### config.mk
export PLATFORM = sky130hd
export DESIGN_NAME = fft_controller
export DESIGN_NICKNAME = d
export VERILOG_FILES = /design/src/rtl/fft_controller.sv
export SDC_FILE = /design/constraint.sdc
export NUM_CORES = 1
export LEC_CHECK = 0
export ABC_AREA = 1
export BUFFER_PORTS_ARGS = -buffer_cell sky130_fd_sc_hd__buf_2
export CAP_MARGIN = 20
export CORE_MARGIN = 5
export CORE_UTILIZATION = 60
export CTS_CLUSTER_DIAMETER = 50
export DETAILED_ROUTE_END_ITERATION = 8
export MAX_ROUTING_LAYER = met4
export PLACE_DENSITY_LB_ADDON = 0.08
export SETUP_SLACK_MARGIN = 0.5
export SLEW_MARGIN = 0
export SYNTH_ARGS = -nofsm -noshare
export SYNTH_HDL_FRONTEND = slang
export SYNTH_SLANG_ARGS = --single-unit
### constraint.sdc
create_clock -name i_clk -period 2.71 [get_ports i_clk]
set_input_delay 0.1355 -clock i_clk [delete_from_list [all_inputs] [get_ports i_clk]]
set_output_delay 0.1355 -clock i_clk [all_outputs]
set_load 0.05 [all_outputs]
### src/rtl/fft_controller.sv
// Sequencing controller for a radix-2 1024-point FFT: 10 stages x 512 butterfly pairs,
// with a BFLY_LATENCY-deep write-side pipeline. Optional o_cycle_count via FFT_CTRL_CYCLE_COUNT_EN.
module fft_controller #(
    parameter int unsigned BFLY_LATENCY = 3
) (
    input  logic       i_clk,
    input  logic       i_rst,
    input  logic       i_start,
    input  logic       i_abort,
    output logic       o_busy,
    output logic       o_done,
    output logic       o_agen_en,
    output logic [3:0] o_stage,
    output logic [8:0] o_pair,
    output logic       o_wr_valid,
    output logic [3:0] o_wr_stage,
    output logic [8:0] o_wr_pair,
    output logic       o_result_in_mem1
`ifdef FFT_CTRL_CYCLE_COUNT_EN
    ,
    output logic [15:0] o_cycle_count
`endif
);

    localparam int unsigned LAST_TAP = BFLY_LATENCY - 1;

    typedef enum logic [1:0] {
        S_IDLE,
        S_RUN,
        S_DRAIN,
        S_DONE
    } state_t;

    state_t      r_state;
    state_t      w_next;
    logic [3:0]  r_stage;
    logic [8:0]  r_pair;
    logic [3:0]  r_drain_cnt;
    logic        w_drain_last;
    logic [13:0] r_pipe [BFLY_LATENCY];

    assign w_drain_last = (r_drain_cnt == 4'(LAST_TAP));

    always_comb begin
        w_next    = r_state;
        o_busy    = 1'b0;
        o_done    = 1'b0;
        o_agen_en = 1'b0;
        case (r_state)
            S_IDLE: begin
                if (i_start) w_next = S_RUN;
            end
            S_RUN: begin
                o_busy    = 1'b1;
                o_agen_en = 1'b1;
                if (r_pair == 9'd511) w_next = S_DRAIN;
            end
            S_DRAIN: begin
                o_busy = 1'b1;
                if (w_drain_last) w_next = (r_stage == 4'd9) ? S_DONE : S_RUN;
            end
            S_DONE: begin
                o_done = 1'b1;
                w_next = S_IDLE;
            end
            default: w_next = S_IDLE;
        endcase
        if (i_abort) w_next = S_IDLE;
    end

    always_ff @(posedge i_clk) begin
        if (i_rst) begin
            r_state     <= S_IDLE;
            r_stage     <= '0;
            r_pair      <= '0;
            r_drain_cnt <= '0;
        end else begin
            r_state <= w_next;
            if (i_abort) begin
                r_stage     <= '0;
                r_pair      <= '0;
                r_drain_cnt <= '0;
            end else begin
                case (r_state)
                    S_IDLE: begin
                        if (i_start) begin
                            r_stage <= '0;
                            r_pair  <= '0;
                        end
                    end
                    S_RUN: begin
                        // pair wraps 511 -> 0 on the way into DRAIN
                        r_pair      <= r_pair + 9'd1;
                        r_drain_cnt <= '0;
                    end
                    S_DRAIN: begin
                        if (w_drain_last) begin
                            if (r_stage != 4'd9) r_stage <= r_stage + 4'd1;
                        end else begin
                            r_drain_cnt <= r_drain_cnt + 4'd1;
                        end
                    end
                    default: ;
                endcase
            end
        end
    end

    // Write side: read-issue tuple delayed by the butterfly latency; abort flushes it
    always_ff @(posedge i_clk) begin
        if (i_rst || i_abort) begin
            for (int unsigned i = 0; i < BFLY_LATENCY; i++) r_pipe[i] <= '0;
        end else begin
            r_pipe[0] <= {o_agen_en, r_stage, r_pair};
            for (int unsigned i = 1; i < BFLY_LATENCY; i++) r_pipe[i] <= r_pipe[i-1];
        end
    end

    assign o_stage          = r_stage;
    assign o_pair           = r_pair;
    assign o_wr_valid       = r_pipe[LAST_TAP][13];
    assign o_wr_stage       = r_pipe[LAST_TAP][12:9];
    assign o_wr_pair        = r_pipe[LAST_TAP][8:0];
    assign o_result_in_mem1 = 1'b1;

`ifdef FFT_CTRL_CYCLE_COUNT_EN
    logic [15:0] r_cycle_count;

    always_ff @(posedge i_clk) begin
        if (i_rst) begin
            r_cycle_count <= '0;
        end else if (r_state == S_IDLE && i_start && !i_abort) begin
            r_cycle_count <= '0;
        end else if (o_busy) begin
            r_cycle_count <= r_cycle_count + 16'd1;
        end
    end

    assign o_cycle_count = r_cycle_count;
`endif

endmodule

==> impl_metrics.json, run 1 <==
{
  "run_status": "finished clean",
  "worstSetupStartpointType": "flop",
  "ir_drop_v": 0.000348,
  "period_needed_ps": 1680,
  "routedWlPerCell_um": 10.2,
  "routabilityCongestion": 0.841,
  "grt-ovfl-total": 0,
  "hold_viol": 0,
  "cp.required_ps": 2880,
  "area_growth_pct": 11.1,
  "cts_tree": "yes",
  "yosysUniqueCellTypes": 28,
  "cts.htree.levels": 3,
  "setup_viol": 0,
  "power_density_nw_per_um2": 651,
  "initial_core_util_pct": 60.9,
  "grt_pass1_vias": 1532,
  "cp-end-kind": "flop",
  "coreArea_um2": 3940,
  "p_leak_uw": 0.00113,
  "ys_seq_elements": 61,
  "internal_power_uw": 1360,
  "io_buffers": 33,
  "switchingPower_uw": 377,
  "drt-initial-drc-count": 103,
  "ant_nets": 0,
  "power_frac_clock_pct": 43.2,
  "slew_headroom_pct": 45.1,
  "synth_fp_nets": 308,
  "swShare_pct": 21.7,
  "worst-path-buf-inv": 1,
  "vias": 1702,
  "grt_pass1_wl_um": 6560,
  "via_per_inst": 4.59,
  "fin_worst_skew_ps": 10.4,
  "hold_buffers": 0,
  "worstPathArrival_ps": 1850,
  "cap_viol_max_count": 0,
  "path_class": "flop to flop",
  "worst_pin_slew_ps": 822,
  "cts_max_path_buffers": 2,
  "fin_util_pct": 67.7,
  "drv_slew": 0,
  "grt_usage_pct": 16.7,
  "synth.avg_cell_area_um2": 8.17,
  "final_nets": 332,
  "p_seq_share_pct": 52.0,
  "p_total_uw": 1740,
  "yosysWarnings": 0,
  "dp_hpwl_um": 2640,
  "rsz0062_at_grt": "false",
  "syn-cell-area_um2": 2400,
  "cp_cell_sequence": "ha_1 -> nand2_1 -> inv_1 -> nand3_1 -> nor3_1 -> ha_1 -> or2_1 -> nand3_1 -> nand2_1 -> a21oi_1",
  "fillCellCount": 325,
  "fin_crit_sh_pct": 61.9,
  "fp.dieW_um": 73.3,
  "path_delay_family": "simple AND/OR/NAND/NOR gates",
  "dieHeight_um": 73.3,
  "p_comb_share_pct": 4.8,
  "pre_cts_ws_ps": 1040,
  "holdCritPathClass": "input port to flop",
  "core.rowCount": 23,
  "syn_inst": 294,
  "die-area_um2": 5370,
  "diodes": 0,
  "drcViolationCount": 0,
  "wl_um": 3800,
  "root_buffer": "clkbuf_8",
  "setup_slack_ps": 1030,
  "grt_max_degree": 51,
  "cts_buffers": 9,
  "cp_max_fo": 4,
  "yosysSeqAreaShare_pct": 50.8,
  "tns_ps": 0,
  "max_stage_delay_ps": 370,
  "antenna_found_initial": 0,
  "cts_sinks": 61,
  "pin_count": 35,
  "cts_resized": 0,
  "insertion_delay_ps": 320,
  "fmax_mhz": 596,
  "drt_first_pass_iters": 4,
  "drive_gt1_share_pct": 19.3,
  "critPathSlowestCell": "dfxtp_1",
  "clkTransAtPathRegs_ps": 70,
  "cts_setup_buffers": 0
}
==> registers in the layout, indices dropped and copies added, names as in the netlist <==
signal	count
r_pipe	42
o_pair	9
o_stage	4
r_drain_cnt	4
r_state	2
==> worst reg2reg max path: cells and delay by family, from the launching register on <==
family	cells	cell delay, ps
buffers and inverters	1	110
adders and majority gates	2	350
AOI/OAI and AO/OA	1	60
and+or+nand+nor	6	640
DFF	1	370
==> cell usage in the layout, fill, tap and decap left out, drive strengths merged <==
cell type   n
inv        58
conb        1
dfxtp      61
nand4       1
nor3        1
nor2       57
clkinv      1
xor2        2
a21oi      14
a32o        2
ha         10
nand3      16
a21boi      1
bufinv      1
nand2      37
nand3b      1
buf        33
clkbuf     12
or2         3
nor3b       1
o21ai       8
==> cell type report <==
| type | instances | area [um2] | share of cell area, % |
|---|---|---|---|
| sequential | 61 | 1220 | 45.8 |
| clock buffer | 12 | 145 | 5.44 |
| inverter | 58 | 218 | 8.16 |
| timing repair buffer | 33 | 165 | 6.19 |
| multi-input combinational | 155 | 822 | 30.8 |
| clock inverter | 2 | 35.0 | 1.31 |
| tap | 50 | 62.6 | 2.34 |
==> final timing paths <==
kind	startpoint	end	slack, ps	depth (start not counted)
setup reg to reg	o_pair[0]$_SDFFE_PP0P_	r_state[0]$_SDFFE_PP0P_	1030	10
setup / recovery	o_pair[0]$_SDFFE_PP0P_	r_state[0]$_SDFFE_PP0P_	1030	10
hold reg to reg	r_pipe[0][15]$_SDFF_PP0_	r_pipe[0][29]$_SDFF_PP0_	400	2
hold / removal	i_rst	o_stage[3]$_SDFFE_PP0P_	110	4
==> cells in the mapped netlist <==
library cell  instances  area (um2)
a21oi_1              14        70.1
nand2_1              33         124
nor2_2                1        6.26
buf_2                 5        25.0
xor2_1                2        17.5
inv_1                52         195
or2_1                 3        18.8
buf_6                 1        11.3
nor3_1                1        5.00
nor3b_2               1        12.5
a21boi_2              1        11.3
buf_4                14         105
o21ai_0               2        10.0
nand4_1               1        6.26
inv_2                 6        22.5
dfxtp_1              61        1220
o21ai_1               5        25.0
o21ai_4               1        16.3
conb_1                1        3.75
a32o_1                2        20.0
ha_1                 10         125
nand3_2               2        20.0
nand3b_1              1        7.51
nand2_4               2        22.5
nand3_1              14        70.1
nor2_1               55         206
nand2_2               2        12.5
nor2_4                1        11.3
==> power groups by stage <==
stage          clock network [uW]  registers, uW  logic, uW
2_1_floorplan                   0            926       68.4
3_3_place_gp                    0            923       83.9
3_5_place_dp                    0            923       84.1
4_1_cts                       764            903       84.4
5_1_grt                       812            903       93.7
6_report                      751            903       83.4
==> per-stage QoR <==
step,hold WS [ps],cell area [um2],std cells
final,109,2670,371
after global routing,107,2670,371
after CTS,103,2670,371
after detailed placement,397,2490,357
after global placement,394,2490,357
after floorplan,301,2400,294
==> metal layers <==
metal	global-route usage (%)	share of wire (%)	vias to the layer above
li1	-	-	914
met1	20.7	49	743
met2	23.8	44	36
met3	6.43	4.9	9
met4	7.79	1.8	0
met5	-	0	-
==> cell families after synthesis <==
logic type / after synthesis / synth area share, %
xor+xnor: 2 / 0.729
flops: 61 / 50.8
compound gates: 25 / 6.35
other cells: 1 / 0.156
simple gates: 117 / 21.8
fa+ha+maj: 10 / 5.21
buf+inv: 78 / 14.9
(Power assumes the default switching activity.)
==> run 2: changes to the inputs <==
CORE_UTILIZATION = 56   (was 60)
clock period = 1.7 ns   (was 2.71 ns; I/O delays follow)
==> run 2 against run 1 <==
Net effect:
- die area increased by 6.2%
- flip-flop and latch count unchanged
- global-route usage increased by 4.1 points
- non-clock buffer count increased by 25
- routed wire length increased by 51%
- final area increased by 23%
- sequential power increased by 58%
- maximum frequency increased by 7.8%
- register-to-register slack got worse by 890 ps
- hold slack improved by 27 ps
- cell count increased by 7.3%
- clock power increased by 92%
- largest cell class unchanged
- largest power group is now the clock network
- highest routed layer unchanged
==> impl_metrics.json, run 2 (synthesis gave the netlist of run 1 again) <==
{
  "run_status": "finished clean",
  "root_buffer": "clkbuf_8",
  "grt_usage_pct": 20.8,
  "reg2reg_slack_ps": 140,
  "drv_slew": 0,
  "grt-ovfl-total": 0,
  "drt-initial-drc-count": 156,
  "hold_end": "r_drain_cnt[0]$_SDFFE_PP0P_",
  "setup_slack_ps": 144,
  "layout_common_cells": "nor2_1 (51), inv_1 (47), dfxtp_1 (47)",
  "path_class": "flop to flop",
  "insertion_delay_ps": 340,
  "pre_cts_ws_ps": 143,
  "cts_max_path_buffers": 2,
  "cts_sinks": 61,
  "ff2ff_path_depth": 10,
  "area_growth_pct": 36.1,
  "final_nets": 357,
  "hold_viol": 0,
  "clkTransAtPathRegs_ps": 70,
  "ir_drop_v": 0.000694,
  "io_buffers": 33,
  "diodes": 0,
  "cts.htree.levels": 3,
  "cts_buffers": 9,
  "antenna_found_initial": 0,
  "top_register": "r_pipe",
  "fin_crit_sh_pct": 91.6,
  "drcViolationCount": 0,
  "pin_count": 35,
  "hp-start": "i_rst",
  "tns_ps": 0,
  "core.rowCount": 23,
  "timing.rr.end": "r_state[0]$_SDFFE_PP0P_",
  "holdCritPathClass": "input port to flop",
  "cp-end-kind": "flop",
  "setup_viol": 0,
  "vias": 2000,
  "dp_hpwl_um": 2940,
  "fin_worst_skew_ps": 7.22,
  "via_per_inst": 5.03,
  "largest_reg_flops": 42,
  "routabilityCongestion": 0.828,
  "cp_max_fo": 3,
  "rr_startpoint": "o_pair[0]$_SDFFE_PP0P_",
  "fp.dieW_um": 75.5,
  "drive_gt1_share_pct": 41.1,
  "cap_viol_max_count": 0,
  "die-area_um2": 5700,
  "drt_first_pass_iters": 4,
  "cp.required_ps": 1910,
  "grt_pass1_vias": 1931,
  "hold_path_depth": 5,
  "ant_nets": 0,
  "fin_util_pct": 80.0,
  "routedWlPerCell_um": 14.4,
  "period_needed_ps": 1560,
  "p_leak_uw": 0.00136,
  "initial_core_util_pct": 58.8,
  "cts_tree": "yes",
  "grt_pass1_wl_um": 8400,
  "final_common_cell": "nor2_1",
  "grt_max_degree": 39,
  "worstPathArrival_ps": 1770,
  "power_density_nw_per_um2": 953,
  "rsz0062_at_grt": "true",
  "worstSetupStartpointType": "flop",
  "fmax_mhz": 643,
  "wl_um": 5740,
  "fillCellCount": 252,
  "coreArea_um2": 4090,
  "dieHeight_um": 75.5
}
[run 2: cell count changes in the layout (fill, tap and decap cells not counted), moves of 6 or more]
cell and delta:
buf_4 +16, buf_6 +8, dfxtp_1 -14, dfxtp_2 +8, dfxtp_4 +6, ha_1 -7
ha_4 +6, nand2_1 -8
[run 2: how the worst max path moves through the flow]
stage	start	to	slack (ps)	depth (start not counted)
3_5_place_dp	r_state[0]$_SDFFE_PP0P_	o_pair[7]$_SDFFE_PP0P_	140	10
5_1_grt	o_pair[0]$_SDFFE_PP0P_	r_state[0]$_SDFFE_PP0P_	70	10
4_1_cts	o_pair[0]$_SDFFE_PP0P_	o_pair[8]$_SDFFE_PP0P_	260	7
6_report	o_pair[0]$_SDFFE_PP0P_	r_state[0]$_SDFFE_PP0P_	140	10
2_1_floorplan	r_state[1]$_SDFFE_PP0P_	o_pair[7]$_SDFFE_PP0P_	190	9
3_3_place_gp	r_state[1]$_SDFFE_PP0P_	o_pair[7]$_SDFFE_PP0P_	210	10
[run 2: cell type report]
class / count / area, um2 / share of cell area, %
Clock inverter: 4 / 51.3 / 1.57
Timing Repair Buffer: 58 / 425 / 13.0
Clock buffer: 12 / 176 / 5.40
Tap cell: 50 / 62.6 / 1.91
Multi-Input combinational cell: 155 / 1060 / 32.4
Sequential cell: 61 / 1250 / 38.3
Inverter: 58 / 240 / 7.35
[run 2: power by group]
part,internal [uW],total [uW],switching [uW]
registers,1430,1430,6.45
clock network,849,1440,592
logic,95.4,241,146
total,2370,3110,745
[run 2: through the flow]
step	hold WS (ps)	instance area [um2]	cells	total power, uW
2_1_floorplan	250	2460	294	1580
3_3_place_gp	396	2570	360	1610
3_5_place_dp	398	2570	360	1610
4_1_cts	123	3100	390	3090
5_1_grt	137	3270	398	3200
6_report	137	3270	398	3110
[run 2: timing repair]
action,4_1_cts,5_1_grt
setup buffers,14,8
endpoints found under the setup margin,22,22
gates resized for setup,57,28
pin swaps,18,10
hold buffers,0,0
[run 2: metal layers]
metal / vias up / GRT usage (%) / part of all wire, %
met5: - / - / 0
met4: 0 / 13.6 / 5.4
met3: 29 / 5.01 / 7.0
met2: 101 / 32.0 / 48
met1: 902 / 24.0 / 40
li1: 968 / - / -
[run 2: critical path, stage by stage (launching register included)]
cell	delay, ps
dfxtp_4	360
ha_4	130
nand2_2	50
inv_2	70
nand3_2	100
nor3_4	190
ha_4	160
or2_4	130
nand3_2	80
nand2_1	80
a21oi_1	70
==> run 3: changes to the inputs <==
CORE_UTILIZATION = 50   (was 56)
PLACE_DENSITY = 0.71   (was default)
PLACE_DENSITY_LB_ADDON = default   (was 0.08)
==> run 3 against run 2 <==
Net effect:
- clock skew rose by 3.6 ps
- critical path depth did not move
- routed wire length fell by 5.9%
- die area rose by 10%
- highest routed layer unchanged
==> impl_metrics.json, run 3 (synthesis gave the netlist of run 1 again) <==
{
  "grt_max_degree": 42,
  "cts_max_path_buffers": 2,
  "largest_reg_flops": 42,
  "grt_usage_pct": 17.7,
  "routedWlPerCell_um": 13.2,
  "cp-end-kind": "flop",
  "ir_drop_v": 0.000717,
  "fillCellCount": 320,
  "clkTransAtPathRegs_ps": 70,
  "core.rowCount": 25,
  "cts_sinks": 61,
  "p_total_uw": 2990,
  "fmax_mhz": 670,
  "cp_max_fo": 3,
  "via_per_inst": 4.75,
  "reg2reg_slack_ps": 210,
  "dp_hpwl_um": 2790,
  "rsz0062_at_grt": "true",
  "p_leak_uw": 0.00137,
  "rr_startpoint": "o_pair[0]$_SDFFE_PP0P_",
  "drv_slew": 0,
  "coreArea_um2": 4690,
  "power_density_nw_per_um2": 912,
  "cts_buffers": 9,
  "antenna_found_initial": 0,
  "cp.required_ps": 1900,
  "fin_worst_skew_ps": 10.9,
  "fp.dieW_um": 79.3,
  "drive_gt1_share_pct": 41.0,
  "drcViolationCount": 0,
  "routabilityCongestion": 0.871,
  "hold_viol": 0,
  "dieHeight_um": 79.3,
  "final_cells": 408,
  "layout_common_cells": "nor2_1 (50), inv_1 (48), dfxtp_1 (47)",
  "ant_nets": 0,
  "io_buffers": 33,
  "diodes": 0,
  "multiInputGateArea_um2": 1050,
  "setup_viol": 0,
  "cts_tree": "yes",
  "final_common_cell": "nor2_1",
  "insertion_delay_ps": 330,
  "cap_viol_max_count": 0,
  "path_class": "flop to flop",
  "grt_pass1_vias": 1877,
  "dp.cells": 363,
  "root_buffer": "clkbuf_8",
  "tns_ps": 0,
  "top_register": "r_pipe",
  "ff2ff_path_depth": 10,
  "hold_buffers": 0,
  "final_nets": 363,
  "grt_pass1_wl_um": 8360,
  "holdCritPathClass": "input port to flop",
  "period_needed_ps": 1490,
  "run_status": "finished clean",
  "fin_crit_sh_pct": 87.8,
  "wl_um": 5400,
  "drt_first_pass_iters": 4,
  "worstPathArrival_ps": 1690,
  "seqCellArea_um2": 1250,
  "die-area_um2": 6290,
  "worstSetupStartpointType": "flop",
  "vias": 1940,
  "timing.rr.end": "r_state[0]$_SDFFE_PP0P_",
  "crit_end": "r_state[0]$_SDFFE_PP0P_",
  "drt-initial-drc-count": 110,
  "grt-ovfl-total": 0,
  "initial_core_util_pct": 51.2,
  "crit_start": "o_pair[0]$_SDFFE_PP0P_",
  "cts.htree.levels": 3,
  "timing.hold.ws_ps": 46.1,
  "area_growth_pct": 36.5,
  "pin_count": 35,
  "hold_path_depth": 4,
  "hp-start": "i_rst"
}
## run 3: cell types whose count changed in the layout (fill, tap and decap cells not counted), sizes merged
cell / previous run / this run
clkbuf: 12 / 14
inv: 58 / 59
bufinv: 1 / 0
buf: 58 / 63
clkinvlp: 1 / 2
clkinv: 2 / 0
## run 3: metrics by stage
stage | cell area, um2 | util, % | setup slack, ps
floorplan | 2460 | - | 188
global placement | 2560 | 54.6 | 165
detailed placement | 2560 | 54.6 | 132
CTS | 3110 | 66.3 | 226
global route | 3280 | 69.9 | 66.1
finish | 3280 | 69.9 | 207
## run 3: per-layer routing
metal,wire length [um],GRT usage [%]
met2,2660,27.4
met1,2300,21.0
met4,153,10.8
met5,0,-
met3,281,3.85
## run 3: worst min path at each step
stage,to
after floorplan,o_stage[3]$_SDFFE_PP0P_
after global placement,o_stage[3]$_SDFFE_PP0P_
after detailed placement,o_stage[3]$_SDFFE_PP0P_
after CTS,o_stage[3]$_SDFFE_PP0P_
after global routing,o_stage[3]$_SDFFE_PP0P_
final,o_stage[3]$_SDFFE_PP0P_
## run 3: timing repair
action	4_1_cts	5_1_grt
pin swaps	16	13
setup endpoints to repair	22	22
gates cloned	0	0
resized for setup	53	24
buffers inserted	19	10
## run 3: worst max-delay path: stages, from the launching register on
cell	delay, ps
dfxtp_4	360
ha_4	140
nand2_2	60
inv_2	60
nand3_2	70
nor3_2	130
ha_2	210
or2_4	130
nand3_2	80
nand2_1	70
a21oi_1	60
## run 3: cell type report
class | instances | share of cell area (%)
sequential | 61 | 38.2
inverter | 58 | 7.02
clock inverter | 3 | 0.725
tap | 54 | 2.06
timing repair buffer | 64 | 14.2
multi-input combinational | 155 | 32.0
clock buffer | 13 | 5.80
## run 3: report_power, final
group / internal (uW) / total, uW / switching [uW] / leakage, uW
Sequential: 1430 / 1430 / 5.62 / 0.000500
Combinational: 105 / 253 / 148 / 0.000769
Clock: 743 / 1310 / 563 / 0.000103
